<file path="src/rtl/pipe_dmem_arbiter_if.sv">
// pipe_dmem_arbiter_if: CPU MEM-stage, debug/loader and data-RAM signals of the dmem arbiter.
// master = environment (pipeline, debug port, RAM); slave = the arbiter.
interface pipe_dmem_arbiter_if #(
   parameter int AW = 10
);
   logic          cpu_req;
   logic          cpu_we;
   logic [31:0]   cpu_addr;
   logic [31:0]   cpu_wdata;
   logic [31:0]   cpu_rdata;
   logic          cpu_stall;
   logic          dbg_req;
   logic          dbg_we;
   logic [AW-1:0] dbg_addr;
   logic [31:0]   dbg_wdata;
   logic          dbg_ack;
   logic [31:0]   dbg_rdata;
   logic          mem_en;
   logic          mem_we;
   logic [AW-1:0] mem_addr;
   logic [31:0]   mem_wdata;
   logic [31:0]   mem_rdata;
   modport master (
      output cpu_req, cpu_we, cpu_addr, cpu_wdata, dbg_req, dbg_we, dbg_addr, dbg_wdata, mem_rdata,
      input  cpu_rdata, cpu_stall, dbg_ack, dbg_rdata, mem_en, mem_we, mem_addr, mem_wdata
   );
   modport slave (
      input  cpu_req, cpu_we, cpu_addr, cpu_wdata, dbg_req, dbg_we, dbg_addr, dbg_wdata, mem_rdata,
      output cpu_rdata, cpu_stall, dbg_ack, dbg_rdata, mem_en, mem_we, mem_addr, mem_wdata
   );
endinterface

</file>
<file path="src/rtl/pipe_dmem_arbiter.sv">
// pipe_dmem_arbiter: shares one synchronous data RAM between the MEM stage and a debug port.
// Define DMEM_ARB_STARVE_EN to force a debug grant after STARVE_LIMIT lost arbitration cycles.
module pipe_dmem_arbiter #(
   parameter int AW           = 10,
   parameter int STARVE_LIMIT = 4
) (
   input logic                clock,
   input logic                reset,
   pipe_dmem_arbiter_if.slave bus
);
   typedef enum logic [1:0] {IDLE, CRD, DBG} state_t;
   state_t      state_q, state_d;
   logic [31:0] dbg_rdata_q, dbg_rdata_d;
   logic        idle, forced, dbg_win, cpu_win, dbg_rd;
   logic        unused;
`ifdef DMEM_ARB_STARVE_EN
   logic [7:0]  cnt_q, cnt_d;
   assign unused = ^{bus.cpu_addr[31:AW+2], bus.cpu_addr[1:0]};
   assign forced = bus.dbg_req && cnt_q >= 8'(STARVE_LIMIT);
   // an IDLE cycle with dbg_req high that debug does not win is one the CPU won
   always_comb cnt_d = (!bus.dbg_req || (idle && dbg_win)) ? 8'd0 : (idle && cnt_q != 8'hff) ? cnt_q + 8'd1 : cnt_q;
   always_ff @(posedge clock) cnt_q <= reset ? 8'd0 : cnt_d;
`else
   assign unused = ^{bus.cpu_addr[31:AW+2], bus.cpu_addr[1:0], STARVE_LIMIT[0]};
   assign forced = 1'b0;
`endif
   always_comb begin
      idle          = !reset && state_q == IDLE;
      dbg_win       = bus.dbg_req && (!bus.cpu_req || forced);
      cpu_win       = bus.cpu_req && !dbg_win;
      dbg_rd        = !reset && state_q == DBG && !bus.dbg_we;
      bus.mem_en    = idle && (cpu_win || dbg_win);
      bus.mem_we    = bus.mem_en && (dbg_win ? bus.dbg_we : bus.cpu_we);
      bus.mem_addr  = !bus.mem_en ? '0 : dbg_win ? bus.dbg_addr : bus.cpu_addr[AW+1:2];
      bus.mem_wdata = !bus.mem_en ? '0 : dbg_win ? bus.dbg_wdata : bus.cpu_wdata;
      bus.cpu_stall = idle ? bus.cpu_req && (dbg_win || !bus.cpu_we) : !reset && state_q == DBG && bus.cpu_req;
      bus.cpu_rdata = (!reset && state_q == CRD) ? bus.mem_rdata : '0;
      bus.dbg_ack   = !reset && state_q == DBG;
      // read data is visible in the ack cycle itself, then held by the register
      dbg_rdata_d   = dbg_rd ? bus.mem_rdata : dbg_rdata_q;
      bus.dbg_rdata = reset ? '0 : dbg_rdata_d;
      state_d       = !idle ? IDLE : dbg_win ? DBG : (cpu_win && !bus.cpu_we) ? CRD : IDLE;
   end
   always_ff @(posedge clock) begin
      state_q     <= reset ? IDLE : state_d;
      dbg_rdata_q <= reset ? '0 : dbg_rdata_d;
   end
endmodule

</file>
<file path="src/flat_wrapper.sv">
// flat-port wrapper written by rule: the top's interface ports become plain ports
module pipe_dmem_arbiter_flat 
#(
   parameter int AW           = 10,
   parameter int STARVE_LIMIT = 4
)
  (clock, reset, bus_cpu_req, bus_cpu_we, bus_cpu_addr, bus_cpu_wdata, bus_dbg_req, bus_dbg_we, bus_dbg_addr, bus_dbg_wdata, bus_mem_rdata, bus_cpu_rdata, bus_cpu_stall, bus_dbg_ack, bus_dbg_rdata, bus_mem_en, bus_mem_we, bus_mem_addr, bus_mem_wdata);
  pipe_dmem_arbiter_if #(.AW(AW)) bus_i ();
  input logic clock;
  input logic reset;
  input wire logic [$bits(bus_i.cpu_req)-1:0] bus_cpu_req;
  input wire logic [$bits(bus_i.cpu_we)-1:0] bus_cpu_we;
  input wire logic [$bits(bus_i.cpu_addr)-1:0] bus_cpu_addr;
  input wire logic [$bits(bus_i.cpu_wdata)-1:0] bus_cpu_wdata;
  input wire logic [$bits(bus_i.dbg_req)-1:0] bus_dbg_req;
  input wire logic [$bits(bus_i.dbg_we)-1:0] bus_dbg_we;
  input wire logic [$bits(bus_i.dbg_addr)-1:0] bus_dbg_addr;
  input wire logic [$bits(bus_i.dbg_wdata)-1:0] bus_dbg_wdata;
  input wire logic [$bits(bus_i.mem_rdata)-1:0] bus_mem_rdata;
  output wire logic [$bits(bus_i.cpu_rdata)-1:0] bus_cpu_rdata;
  output wire logic [$bits(bus_i.cpu_stall)-1:0] bus_cpu_stall;
  output wire logic [$bits(bus_i.dbg_ack)-1:0] bus_dbg_ack;
  output wire logic [$bits(bus_i.dbg_rdata)-1:0] bus_dbg_rdata;
  output wire logic [$bits(bus_i.mem_en)-1:0] bus_mem_en;
  output wire logic [$bits(bus_i.mem_we)-1:0] bus_mem_we;
  output wire logic [$bits(bus_i.mem_addr)-1:0] bus_mem_addr;
  output wire logic [$bits(bus_i.mem_wdata)-1:0] bus_mem_wdata;
  assign bus_i.cpu_req = bus_cpu_req;
  assign bus_i.cpu_we = bus_cpu_we;
  assign bus_i.cpu_addr = bus_cpu_addr;
  assign bus_i.cpu_wdata = bus_cpu_wdata;
  assign bus_i.dbg_req = bus_dbg_req;
  assign bus_i.dbg_we = bus_dbg_we;
  assign bus_i.dbg_addr = bus_dbg_addr;
  assign bus_i.dbg_wdata = bus_dbg_wdata;
  assign bus_i.mem_rdata = bus_mem_rdata;
  assign bus_cpu_rdata = bus_i.cpu_rdata;
  assign bus_cpu_stall = bus_i.cpu_stall;
  assign bus_dbg_ack = bus_i.dbg_ack;
  assign bus_dbg_rdata = bus_i.dbg_rdata;
  assign bus_mem_en = bus_i.mem_en;
  assign bus_mem_we = bus_i.mem_we;
  assign bus_mem_addr = bus_i.mem_addr;
  assign bus_mem_wdata = bus_i.mem_wdata;
  pipe_dmem_arbiter #(.AW(AW), .STARVE_LIMIT(STARVE_LIMIT)) u_core (.clock(clock), .reset(reset), .bus(bus_i));
endmodule
</file>
<file path="config.mk">
export PLATFORM = sky130hd
export DESIGN_NAME = pipe_dmem_arbiter_flat
export DESIGN_NICKNAME = d
export VERILOG_FILES = /design/src/rtl/pipe_dmem_arbiter_if.sv /design/src/rtl/pipe_dmem_arbiter.sv /design/src/flat_wrapper.sv
export SDC_FILE = /design/constraint.sdc
export NUM_CORES = 1
export LEC_CHECK = 0
export BUFFER_PORTS_ARGS = -buffer_cell sky130_fd_sc_hd__buf_2
export CAP_MARGIN = 20
export CORE_AREA = 2 2 98 100
export CTS_CLUSTER_DIAMETER = 120
export DETAILED_ROUTE_END_ITERATION = 7
export DIE_AREA = 0 0 100 102
export HOLD_SLACK_MARGIN = 0.12
export PLACE_DENSITY = 0.7
export SLEW_MARGIN = 20
export SYNTH_ARGS = -nofsm -noshare
export SYNTH_HDL_FRONTEND = slang
export SYNTH_SLANG_ARGS = --single-unit
</file>
<file path="constraint.sdc">
create_clock -name clock -period 2.4 [get_ports clock]
set_clock_uncertainty 0.05 [all_clocks]
set_input_delay 0.12 -clock clock [delete_from_list [all_inputs] [get_ports clock]]
set_output_delay 0.12 -clock clock [all_outputs]
set_load 0.1 [all_outputs]
</file>
==> impl_metrics.sql, run 1 <==
INSERT INTO impl_metrics (metric_group, metric, value, unit) VALUES
('status', 'outcome', 'finished, final reports clean', ''),
('synthesis', 'synth_top_area_frac', '0.329', ''),
('floorplanning', 'die_x', '100', 'um'),
('placed_design', 'dp_slack', '334', 'ps'),
('setup_path', 'arrival', '2000', 'ps'),
('synthesis', 'syn_nets', '476', ''),
('cells_and_area', 'antenna_cells_inserted', '0', ''),
('route', 'detail_route.iter0.violations', '83', ''),
('run', 'max_cap_viol_count', '0', ''),
('global_routing', 'grt_start_max_net_pins', '44', ''),
('worst_hold_path', 'timing.hold.worst.start', 'bus_mem_rdata[24]', ''),
('pwr', 'pwr-share-clk', '0.227', ''),
('placed_design', 'hpwl', '7.17', 'mm'),
('clock_network', 'clock_tree.htree_level_count', '2', ''),
('cells_and_area', 'final_common_cell', 'buf_2', ''),
('setup_path', 'cell_type_group_with_the_largest_total_delay_on_the_critical_path', 'compound AO/OA/AOI/OAI gates', ''),
('placed_design', 'placed_cells_incl_taps', '653', ''),
('pwr', 'vdd_drop_max', '0.229', 'mV'),
('setup_path', 'critical_path.max_fanout', '35', ''),
('route', 'avgRoutedWirePerCell', '13.7', 'um'),
('sta', 'setup_ws', '227', 'ps'),
('pwr', 'sequentialPowerShare', '0.298', ''),
('clock_network', 'post_cts_buffers', '0', ''),
('synthesis', 'yosysUniqueCellTypes', '17', ''),
('global_routing', 'grt_overflow_total', '0', ''),
('setup_path', 'criticalPathCategory', 'reg -> out', ''),
('setup_path', 'cp-start-kind', 'flip-flop', ''),
('route', 'vias_per_cell', '4.52', ''),
('synthesis', 'synth_seq_area_share', '0.329', ''),
('route', 'route.vias.total', '3138', ''),
('sta', 'maxSlewViolCount', '0', ''),
('sta', 'setup-violations-final', '0', ''),
('setup_path', 'worstSetupEndpointType', 'primary output', ''),
('sta', 'timing.fmax', '460', 'MHz'),
('pwr', 'static-leakage-power', '2.23', 'nW'),
('placed_design', 'globalplace.congestion', '0.809', ''),
('pwr', 'p_sw_frac', '0.442', ''),
('pwr', 'pwr-share-comb', '0.475', ''),
('floorplanning', 'top_ports', '254', ''),
('setup_path', 'worst_ep_required_time', '2230', 'ps'),
('floorplanning', 'core_area', '9110', 'um2'),
('sta', 'unrepaired_setup_endpoints_after_global_routing', 'no', ''),
('floorplanning', 'core.rowCount', '35', ''),
('clock_network', 'clk_latency', '280', 'ps'),
('setup_path', 'crit_path_cell_trace', 'nor3_2, o21ai_4, buf_4, a21oi_1, buf_12', ''),
('global_routing', 'track_usage', '0.174', ''),
('pwr', 'intPower', '1.08', 'mW'),
('sta', 'fin_crit', '2170', 'ps'),
('synthesis', 'synth_top_cell_by_area', 'dfxtp_1', ''),
('cells_and_area', 'post_route_cells_drive_above_1_share', '0.489', ''),
('sta', 'finalHoldViolCount', '0', ''),
('sta', 'worst_slew_margin_rel', '0.449', ''),
('synthesis', 'syn_area_per_cell', '6.22', 'um2'),
('synthesis', 'synthTopCellsByArea', 'dfxtp_1 33%, nand2_1 27%, a21oi_1 18%', ''),
('setup_path', 'timing.critical_path.slowest_stage_cell', 'dfxtp_1', ''),
('floorplanning', 'design.die.area', '10200', 'um2'),
('route', 'drc', '0', ''),
('cells_and_area', 'layout.cells.most_common_list', '154 x buf_2, 150 x nand2_1, 77 x buf_12', ''),
('worst_hold_path', 'min_path_type', 'in -> reg', ''),
('setup_path', 'rr_startpoint', 'u_core.state_q[0]', ''),
('cells_and_area', 'areaGrowthSynthToFinish', '142', '%'),
('synthesis', 'syn_std_cell_area', '2070', 'um2'),
('sta', 'holdWs', '159', 'ps'),
('sta', 'fin_crit_sh', '0.906', ''),
('setup_path', 'critical-path-max-stage-delay', '370', 'ps'),
('global_routing', 'grt_first_pass_wirelength', '14.3', 'mm'),
('route', 'route.final.wire_length', '9.52', 'mm'),
('clock_network', 'ctsRootBufferMaster', 'clkbuf_8', ''),
('setup_path', 'cp_num_buf_inv', '2', ''),
('synthesis', 'post_synth_inst_count', '332', ''),
('cells_and_area', 'fillerInstances', '773', '');
==> through the flow <==
stage | setup TNS, ps | cell area (um2) | util
after floorplan | -7020 | 2200 | -
after global placement | 0 | 4570 | 0.502
after detailed placement | 0 | 4570 | 0.502
after CTS | 0 | 5000 | 0.548
after global routing | 0 | 5010 | 0.550
final | 0 | 5010 | 0.550
==> worst reg2reg max path, cell delays in order (launching register included) <==
cell     delay [ps]
dfxtp_1         390
or4b_1          530
buf_4           250
nand2_1         150
a21oi_2          90
==> Yosys cell counts (all sizes together) <==
master	instances
and3b	1
and2	33
a21oi	75
nor3	1
nor4b	2
nand2	150
buf	14
o21ai	1
nand2b	1
nor2b	2
clkbuf	14
dfxtp	34
or4b	1
nor3b	2
inv	1
==> final cells by class <==
class	count	area (um2)	area share
Multi-Input combinational cell	269	1400	0.279
Sequential cell	34	681	0.136
Timing Repair Buffer	271	2700	0.538
Clock buffer	6	82.6	0.0165
Tap cell	111	139	0.0277
Inverter	1	3.75	0.000749
Clock inverter	2	12.5	0.00250
==> final timing paths <==
kind	endpoint	slack, ps	depth (start not counted)
hold reg to reg	u_core.dbg_rdata_q[21]	440	2
setup reg to reg	u_core.dbg_rdata_q[30]	780	4
setup / recovery	bus_mem_addr[5]	230	5
hold / removal	u_core.dbg_rdata_q[24]	160	3
==> power by group through the flow <==
| stage | registers [mW] | clock network (mW) | logic, mW |
|---|---|---|---|
| 2_1_floorplan | 0.587 | 0 | 0.584 |
| 3_3_place_gp | 0.588 | 0 | 0.858 |
| 3_5_place_dp | 0.588 | 0 | 0.872 |
| 4_1_cts | 0.575 | 0.454 | 0.915 |
| 5_1_grt | 0.576 | 0.476 | 0.957 |
| 6_report | 0.575 | 0.440 | 0.919 |
==> state kept, by name, indices dropped and copies added, names as in the netlist <==
register / flops
u_core.state_q: 2
u_core.dbg_rdata_q: 32
==> cells by family (layout without fill, tap and decap cells) <==
logic type | count (synthesis) | in the layout | synth area share
AOI/OAI and AO/OA | 76 | 76 | 0.184
buffers and inverters | 29 | 280 | 0.0703
DFF | 34 | 34 | 0.329
and+or+nand+nor | 193 | 193 | 0.416
==> metal layers <==
metal | vias up | GRT usage | routed length (um)
li1 | 1556 | - | -
met1 | 1406 | 0.188 | 3560
met2 | 152 | 0.330 | 5080
met3 | 24 | 0.0356 | 584
met4 | 0 | 0.0717 | 299
met5 | - | 0 | 0
==> timing repair <==
item,in CTS,in global routing
hold buffers,33,0
endpoints found under the hold margin,32,0
endpoints found under the setup margin,0,22
gates resized for setup,0,1
No activity file was read; power rests on OpenSTA's default activity.
==> run 2, diff against run 1 <==
Settings changed: REMOVE_ABC_BUFFERS set to 1.
==> run 2 against run 1 <==
Via count is 2.2% lower; final cell count is 0.58% lower; wire length is 4.6% lower; sequential cell count stayed put; sequential share of layout area is 0.61 points higher; non-clock buffer count is 5 lower; count of clock-buffer cells in the layout is 1 higher; cell area is 4.3% lower; sequential power hardly changed; global-route usage is 0.51 points lower; critical path depth stayed put; die area stayed put.
==> impl_metrics.sql, run 2 (same netlist as run 1, synthesis figures left out) <==
INSERT INTO impl_metrics (metric_group, metric, value, unit) VALUES
('route', 'number_of_routed_nets_with_antenna_violations', '0', ''),
('clock_network', 'clock_pin_slew_reported_for_the_worst_setup_and_hold_paths_after_clock_tree_synthesis', '70', 'ps'),
('clock_network', 'clock_tree.htree_level_count', '2', ''),
('cells_and_area', 'seq_area', '681', 'um2'),
('sta', 'finalHoldViolCount', '0', ''),
('route', 'route.vias.total', '3069', ''),
('cells_and_area', 'post_route_cells_drive_above_1_share', '0.433', ''),
('route', 'drtPass1Iterations', '4', ''),
('cells_and_area', 'areaGrowthSynthToFinish', '132', '%'),
('sta', 'holdWs', '132', 'ps'),
('setup_path', 'worstSetupEndpointType', 'primary output', ''),
('placed_design', 'hpwl', '7.02', 'mm'),
('global_routing', 'antenna_found_initial', '1', ''),
('route', 'drc', '0', ''),
('placed_design', 'globalplace.congestion', '0.851', ''),
('setup_path', 'timing.critical_path.slowest_stage_cell', 'dfxtp_1', ''),
('setup_path', 'critical-path-max-stage-delay', '360', 'ps'),
('setup_path', 'worst_ep_required_time', '2230', 'ps'),
('sta', 'maxSlewViolCount', '0', ''),
('clock_network', 'clk_latency', '280', 'ps'),
('route', 'detail_route.iter0.violations', '109', ''),
('pwr', 'vdd_drop_max', '0.228', 'mV'),
('cells_and_area', 'biggestRegsByFlops', 'u_core.dbg_rdata_q x32, u_core.state_q x2', ''),
('sta', 'setup_total_negative_slack', '0', 'ps'),
('run', 'max_cap_viol_count', '0', ''),
('global_routing', 'grt_overflow_total', '0', ''),
('setup_path', 'cell_type_group_with_the_largest_total_delay_on_the_critical_path', 'buffers and inverters', ''),
('sta', 'worstMarginPinSlew', '528', 'ps'),
('cells_and_area', 'footprint_of_the_multi_input_gates', '1250', 'um2'),
('setup_path', 'crit_path_cell_trace', 'nor3_1, o21ai_2, buf_4, a21oi_1, buf_12', ''),
('sta', 'timing.fmax', '472', 'MHz'),
('placed_design', 'dp_slack', '612', 'ps'),
('cells_and_area', 'biggest_register', 'u_core.dbg_rdata_q', ''),
('global_routing', 'track_usage', '0.169', ''),
('clock_network', 'max-clock-path-buffers', '2', ''),
('floorplanning', 'design.die.area', '10200', 'um2'),
('status', 'outcome', 'finished, final reports clean', ''),
('cells_and_area', 'num-nets-final', '721', ''),
('global_routing', 'grt_first_pass_wirelength', '13.8', 'mm'),
('sta', 'worst_slew_margin_rel', '0.650', ''),
('sta', 'setup_ws', '280', 'ps'),
('clock_network', 'ctsRootBufferMaster', 'clkbuf_8', ''),
('floorplanning', 'start_util', '0.227', ''),
('setup_path', 'critical_path.max_fanout', '43', ''),
('sta', 'unrepaired_setup_endpoints_after_global_routing', 'no', ''),
('sta', 'fin_crit', '2120', 'ps'),
('floorplanning', 'core.rowCount', '35', ''),
('worst_hold_path', 'min_path_type', 'in -> reg', ''),
('setup_path', 'cp-start-kind', 'flip-flop', ''),
('cells_and_area', 'fillerInstances', '794', ''),
('cells_and_area', 'largest_register_ff_count', '32', ''),
('floorplanning', 'top_ports', '254', ''),
('setup_path', 'cp_num_buf_inv', '2', ''),
('setup_path', 'criticalPathCategory', 'reg -> out', ''),
('sta', 'fin_crit_sh', '0.883', ''),
('clock_network', 'post_cts_resized', '0', ''),
('setup_path', 'arrival', '1950', 'ps'),
('global_routing', 'grt_start_max_net_pins', '44', ''),
('cells_and_area', 'final_common_cell', 'buf_2', ''),
('cells_and_area', 'layout.cells.most_common_list', '156 x buf_2, 150 x nand2_1, 76 x buf_12', ''),
('pwr', 'power_density_over_cell_area', '413', 'nW/um2'),
('clock_network', 'cts_tree', 'yes', ''),
('placed_design', 'place.port_buffers', '231', ''),
('sta', 'setup-violations-final', '0', ''),
('clock_network', 'numCtsBuffers', '5', ''),
('route', 'route.final.wire_length', '9.08', 'mm'),
('route', 'avgRoutedWirePerCell', '13.2', 'um'),
('route', 'vias_per_cell', '4.45', ''),
('global_routing', 'first_global_vias', '2834', ''),
('pwr', 'static-leakage-power', '2.23', 'nW'),
('clock_network', 'clock_sinks', '34', ''),
('floorplanning', 'die_x', '100', 'um'),
('floorplanning', 'core_area', '9110', 'um2'),
('floorplanning', 'die_h', '102', 'um');
[run 2: path summary, 6_finish.rpt]
kind | start | endpoint | cells past startpoint | slack, ps
setup reg to reg | u_core.state_q[1] | u_core.state_q[0] | 3 | 820
hold reg to reg | u_core.dbg_rdata_q[17] | u_core.dbg_rdata_q[17] | 2 | 450
hold / removal | bus_mem_rdata[18] | u_core.dbg_rdata_q[18] | 3 | 130
setup / recovery | u_core.state_q[1] | bus_mem_addr[8] | 5 | 280
[run 2: through the flow]
stage,total power [mW],utilization,std cells,cell area (um2)
after floorplan,1.14,-,304,1920
after global placement,1.53,0.486,654,4430
after detailed placement,1.54,0.486,654,4430
after CTS,2.01,0.526,689,4790
after global routing,2.07,0.526,689,4790
final,1.98,0.526,690,4790
[run 2: what timing repair did]
action | 4_1_cts | 5_1_grt
hold buffers | 27 | 0
buffers inserted | 0 | 0
endpoints found under the hold margin | 26 | 0
[run 2: final cells by class]
cell class	instances	share of cell area
multi-input combinational	269	0.261
clock inverter	1	0.00104
sequential	34	0.142
timing repair buffer	266	0.548
inverter	1	0.000783
antenna	1	0.000522
tap	111	0.0290
clock buffer	7	0.0180
[run 2: worst reg2reg max path, cell delays in order (launching register included)]
cell and delay, ps:
dfxtp_1 360, nor3_1 350, and3b_1 220, dlygate4sd3_1 540
[run 2: metal layers]
metal | wire length, um | track usage | up-vias | part of all wire
met1 | 3510 | 0.183 | 1344 | 0.39
met5 | 0 | 0 | - | 0
met3 | 729 | 0.0438 | 10 | 0.080
met4 | 97 | 0.0464 | 0 | 0.011
li1 | - | - | 1547 | -
met2 | 4750 | 0.323 | 168 | 0.52
[run 2: power breakdown]
group,internal (mW),total [mW],switching (mW)
Combinational,0.337,0.985,0.648
Sequential,0.571,0.575,0.00390
Clock,0.231,0.420,0.189
==> run 3, diff against run 2 <==
Settings changed: ABC_AREA set to 1, CORE_AREA 2 2 98 100 to 2 2 99 101, DIE_AREA 0 0 100 102 to 0 0 101 103, PLACE_DENSITY 0.7 to 0.78.
==> run 3 against run 2 <==
Fmax increased by 0.81%; die area increased by 2.0%; register-to-register slack about the same; synthesized area increased by 38%; largest cell class unchanged; largest power group unchanged.
==> impl_metrics.sql, run 3 <==
INSERT INTO impl_metrics (metric_group, metric, value, unit) VALUES
('route', 'vias_per_cell', '4.31', ''),
('sta', 'holdWs', '210', 'ps'),
('synthesis', 'post_synth_inst_count', '556', ''),
('cells_and_area', 'post_route_cells_drive_above_1_share', '0.328', ''),
('clock_network', 'ctsRootBufferMaster', 'clkbuf_8', ''),
('run', 'max_cap_viol_count', '0', ''),
('synthesis', 'syn_std_cell_area', '2840', 'um2'),
('route', 'drc', '0', ''),
('setup_path', 'rr_startpoint', 'u_core.state_q[0]', ''),
('floorplanning', 'core.rowCount', '36', ''),
('setup_path', 'arrival', '1930', 'ps'),
('setup_path', 'timing.critical_path.slowest_stage_cell', 'dfxtp_1', ''),
('setup_path', 'worst_ep_required_time', '2230', 'ps'),
('placed_design', 'hpwl', '8.50', 'mm'),
('cells_and_area', 'biggestRegsByFlops', 'u_core.dbg_rdata_q x32, u_core.state_q x2', ''),
('cells_and_area', 'footprint_of_the_multi_input_gates', '1440', 'um2'),
('setup_path', 'criticalPathCategory', 'reg -> out', ''),
('route', 'route.final.wire_length', '10.6', 'mm'),
('synthesis', 'synth_ff_type', 'dfxtp_1', ''),
('floorplanning', 'start_util', '0.301', ''),
('placed_design', 'globalplace.congestion', '0.790', ''),
('synthesis', 'synth_top_cell_by_area', 'nand2_1', ''),
('clock_network', 'clock_tree.htree_level_count', '2', ''),
('sta', 'unrepaired_setup_endpoints_after_global_routing', 'no', ''),
('cells_and_area', 'antenna_cells_inserted', '0', ''),
('cells_and_area', 'biggest_register', 'u_core.dbg_rdata_q', ''),
('synthesis', 'synth-edff-count', '0', ''),
('setup_path', 'critPathLaunch', 'u_core.state_q[1]', ''),
('route', 'detail_route.iter0.violations', '104', ''),
('cells_and_area', 'final_common_cell', 'nand2_1', ''),
('status', 'outcome', 'finished, final reports clean', ''),
('pwr', 'power_density_over_cell_area', '376', 'nW/um2'),
('floorplanning', 'die_x', '101', 'um'),
('synthesis', 'syn_area_per_cell', '5.11', 'um2'),
('floorplanning', 'top_ports', '254', ''),
('route', 'avgRoutedWirePerCell', '11.9', 'um'),
('setup_path', 'cell_type_group_with_the_largest_total_delay_on_the_critical_path', 'buffers and inverters', ''),
('route', 'route.vias.total', '3818', ''),
('synthesis', 'synth.area.mux_share', '0', ''),
('sta', 'timing.fmax', '475', 'MHz'),
('placed_design', 'placed_cells_incl_taps', '877', ''),
('setup_path', 'critical-path-max-stage-delay', '390', 'ps'),
('synthesis', 'synth_seq_area_share', '0.239', ''),
('synthesis', 'register_bit_total_from_synthesis', '34', ''),
('clock_network', 'clock_pin_slew_reported_for_the_worst_setup_and_hold_paths_after_clock_tree_synthesis', '70', 'ps'),
('cells_and_area', 'finalNonFillerCells', '886', ''),
('cells_and_area', 'num-nets-final', '915', ''),
('clock_network', 'clk_latency', '280', 'ps'),
('sta', 'setup_total_negative_slack', '0', 'ps'),
('pwr', 'vdd_drop_max', '0.195', 'mV'),
('floorplanning', 'die_h', '103', 'um'),
('sta', 'maxSlewViolCount', '0', ''),
('cells_and_area', 'areaGrowthSynthToFinish', '105', '%'),
('route', 'number_of_routed_nets_with_antenna_violations', '0', ''),
('setup_path', 'worstSetupEndpointType', 'primary output', ''),
('synthesis', 'synth_async_sr_flop_share', '0', ''),
('synthesis', 'synthTopCellsByArea', 'nand2_1 26%, dfxtp_1 24%, inv_1 19%', ''),
('pwr', 'power', '2.19', 'mW'),
('synthesis', 'compound_gate_portion_of_the_synthesized_area', '0.00352', ''),
('setup_path', 'cp_num_buf_inv', '3', ''),
('global_routing', 'track_usage', '0.195', ''),
('placed_design', 'place.port_buffers', '231', ''),
('setup_path', 'cp-start-kind', 'flip-flop', ''),
('setup_path', 'crit_path_cell_trace', 'inv_1, nand3_1, buf_4, nor2_1, buf_12', ''),
('global_routing', 'grt_first_pass_wirelength', '16.1', 'mm'),
('sta', 'setup-violations-final', '0', ''),
('synthesis', 'synth_top_family_by_area', 'simple AND/OR/NAND/NOR gates', ''),
('sta', 'worstMarginPinSlew', '441', 'ps'),
('sta', 'setup_ws', '297', 'ps'),
('sta', 'fin_crit', '2100', 'ps'),
('clock_network', 'cts_tree', 'yes', ''),
('global_routing', 'first_global_vias', '3462', ''),
('clock_network', 'post_cts_resized', '0', ''),
('pwr', 'static-leakage-power', '3.32', 'nW'),
('synthesis', 'synth_area_in_xor_xnor', '0', ''),
('sta', 'worst_slew_margin_rel', '0.704', ''),
('synthesis', 'simple_gate_area_share_of_the_yosys_netlist', '0.504', ''),
('clock_network', 'max-clock-path-buffers', '2', ''),
('global_routing', 'grt_start_max_net_pins', '44', ''),
('global_routing', 'antenna_found_initial', '0', ''),
('synthesis', 'synthMostInstantiatedCell', 'nand2_1', ''),
('setup_path', 'critical_path.max_fanout', '25', ''),
('cells_and_area', 'layout.cells.most_common_list', '195 x nand2_1, 141 x inv_1, 121 x buf_2', ''),
('clock_network', 'numCtsBuffers', '5', ''),
('cells_and_area', 'fillerInstances', '813', ''),
('synthesis', 'yosysUniqueCellTypes', '15', ''),
('worst_hold_path', 'min_path_type', 'in -> reg', ''),
('global_routing', 'grt_overflow_total', '0', ''),
('floorplanning', 'core_area', '9460', 'um2'),
('cells_and_area', 'seq_area', '681', 'um2'),
('clock_network', 'clock_sinks', '34', ''),
('placed_design', 'dp_slack', '579', 'ps'),
('synthesis', 'yosysWarningCount', '0', ''),
('synthesis', 'synth_top_area_frac', '0.257', ''),
('synthesis', 'synthAdderAreaFrac', '0', ''),
('sta', 'finalHoldViolCount', '0', ''),
('worst_hold_path', 'timing.hold.worst.start', 'bus_mem_rdata[26]', ''),
('route', 'drtPass1Iterations', '4', ''),
('floorplanning', 'design.die.area', '10400', 'um2'),
('cells_and_area', 'largest_register_ff_count', '32', ''),
('sta', 'fin_crit_sh', '0.876', ''),
('synthesis', 'synthTopCellsByCount', '195 x nand2_1, 141 x inv_1, 66 x nor2_1', '');
[run 3: final cells by class]
type | count | area share
clock inverter | 1 | 0.000861
sequential | 34 | 0.117
inverter | 143 | 0.0923
multi-input combinational | 343 | 0.248
tap | 114 | 0.0245
timing repair buffer | 244 | 0.502
clock buffer | 7 | 0.0148
[run 3: repair_timing]
action,in CTS,in global routing
hold endpoints to repair,1,0
setup buffers,0,0
hold buffers,1,0
[run 3: worst reg2reg max path, cell delays in order, from the launching register on]
cell and delay, ps:
dfxtp_1 350, nor2_4 320, nand3_1 150, buf_4 240, nand2_1 90, inv_1 40, nor2_1 230
[run 3: worst paths after layout]
kind	to	cells past startpoint	slack (ps)
min reg2reg	u_core.dbg_rdata_q[12]	4	490
min	u_core.dbg_rdata_q[26]	5	210
max reg2reg	u_core.dbg_rdata_q[29]	6	820
max	bus_cpu_rdata[4]	5	300
[run 3: report_power, final]
| part | switching, mW | internal [mW] |
|---|---|---|
| registers | 0.00490 | 0.576 |
| clock network | 0.200 | 0.231 |
| logic | 0.776 | 0.398 |
[run 3: stage by stage]
step                      instance area [um2]  utilization
after floorplan                          2660            -
after global placement                   5710        0.604
after detailed placement                 5710        0.604
after CTS                                5810        0.615
after global routing                     5810        0.615
final                                    5810        0.615
[run 3: layer usage]
| layer | vias up | wire, um | global-route usage |
|---|---|---|---|
| met1 | 1602 | 3980 | 0.213 |
| met2 | 161 | 5630 | 0.382 |
| met3 | 18 | 738 | 0.0332 |
| li1 | 2037 | - | - |
| met4 | 0 | 204 | 0.0613 |
| met5 | - | 0 | 0 |
[run 3: cell families after synthesis]
| kind of cell | count (synthesis) |
|---|---|
| AOI/OAI and AO/OA | 2 |
| buffers and inverters | 179 |
| DFF | 34 |
| and+or+nand+nor | 341 |
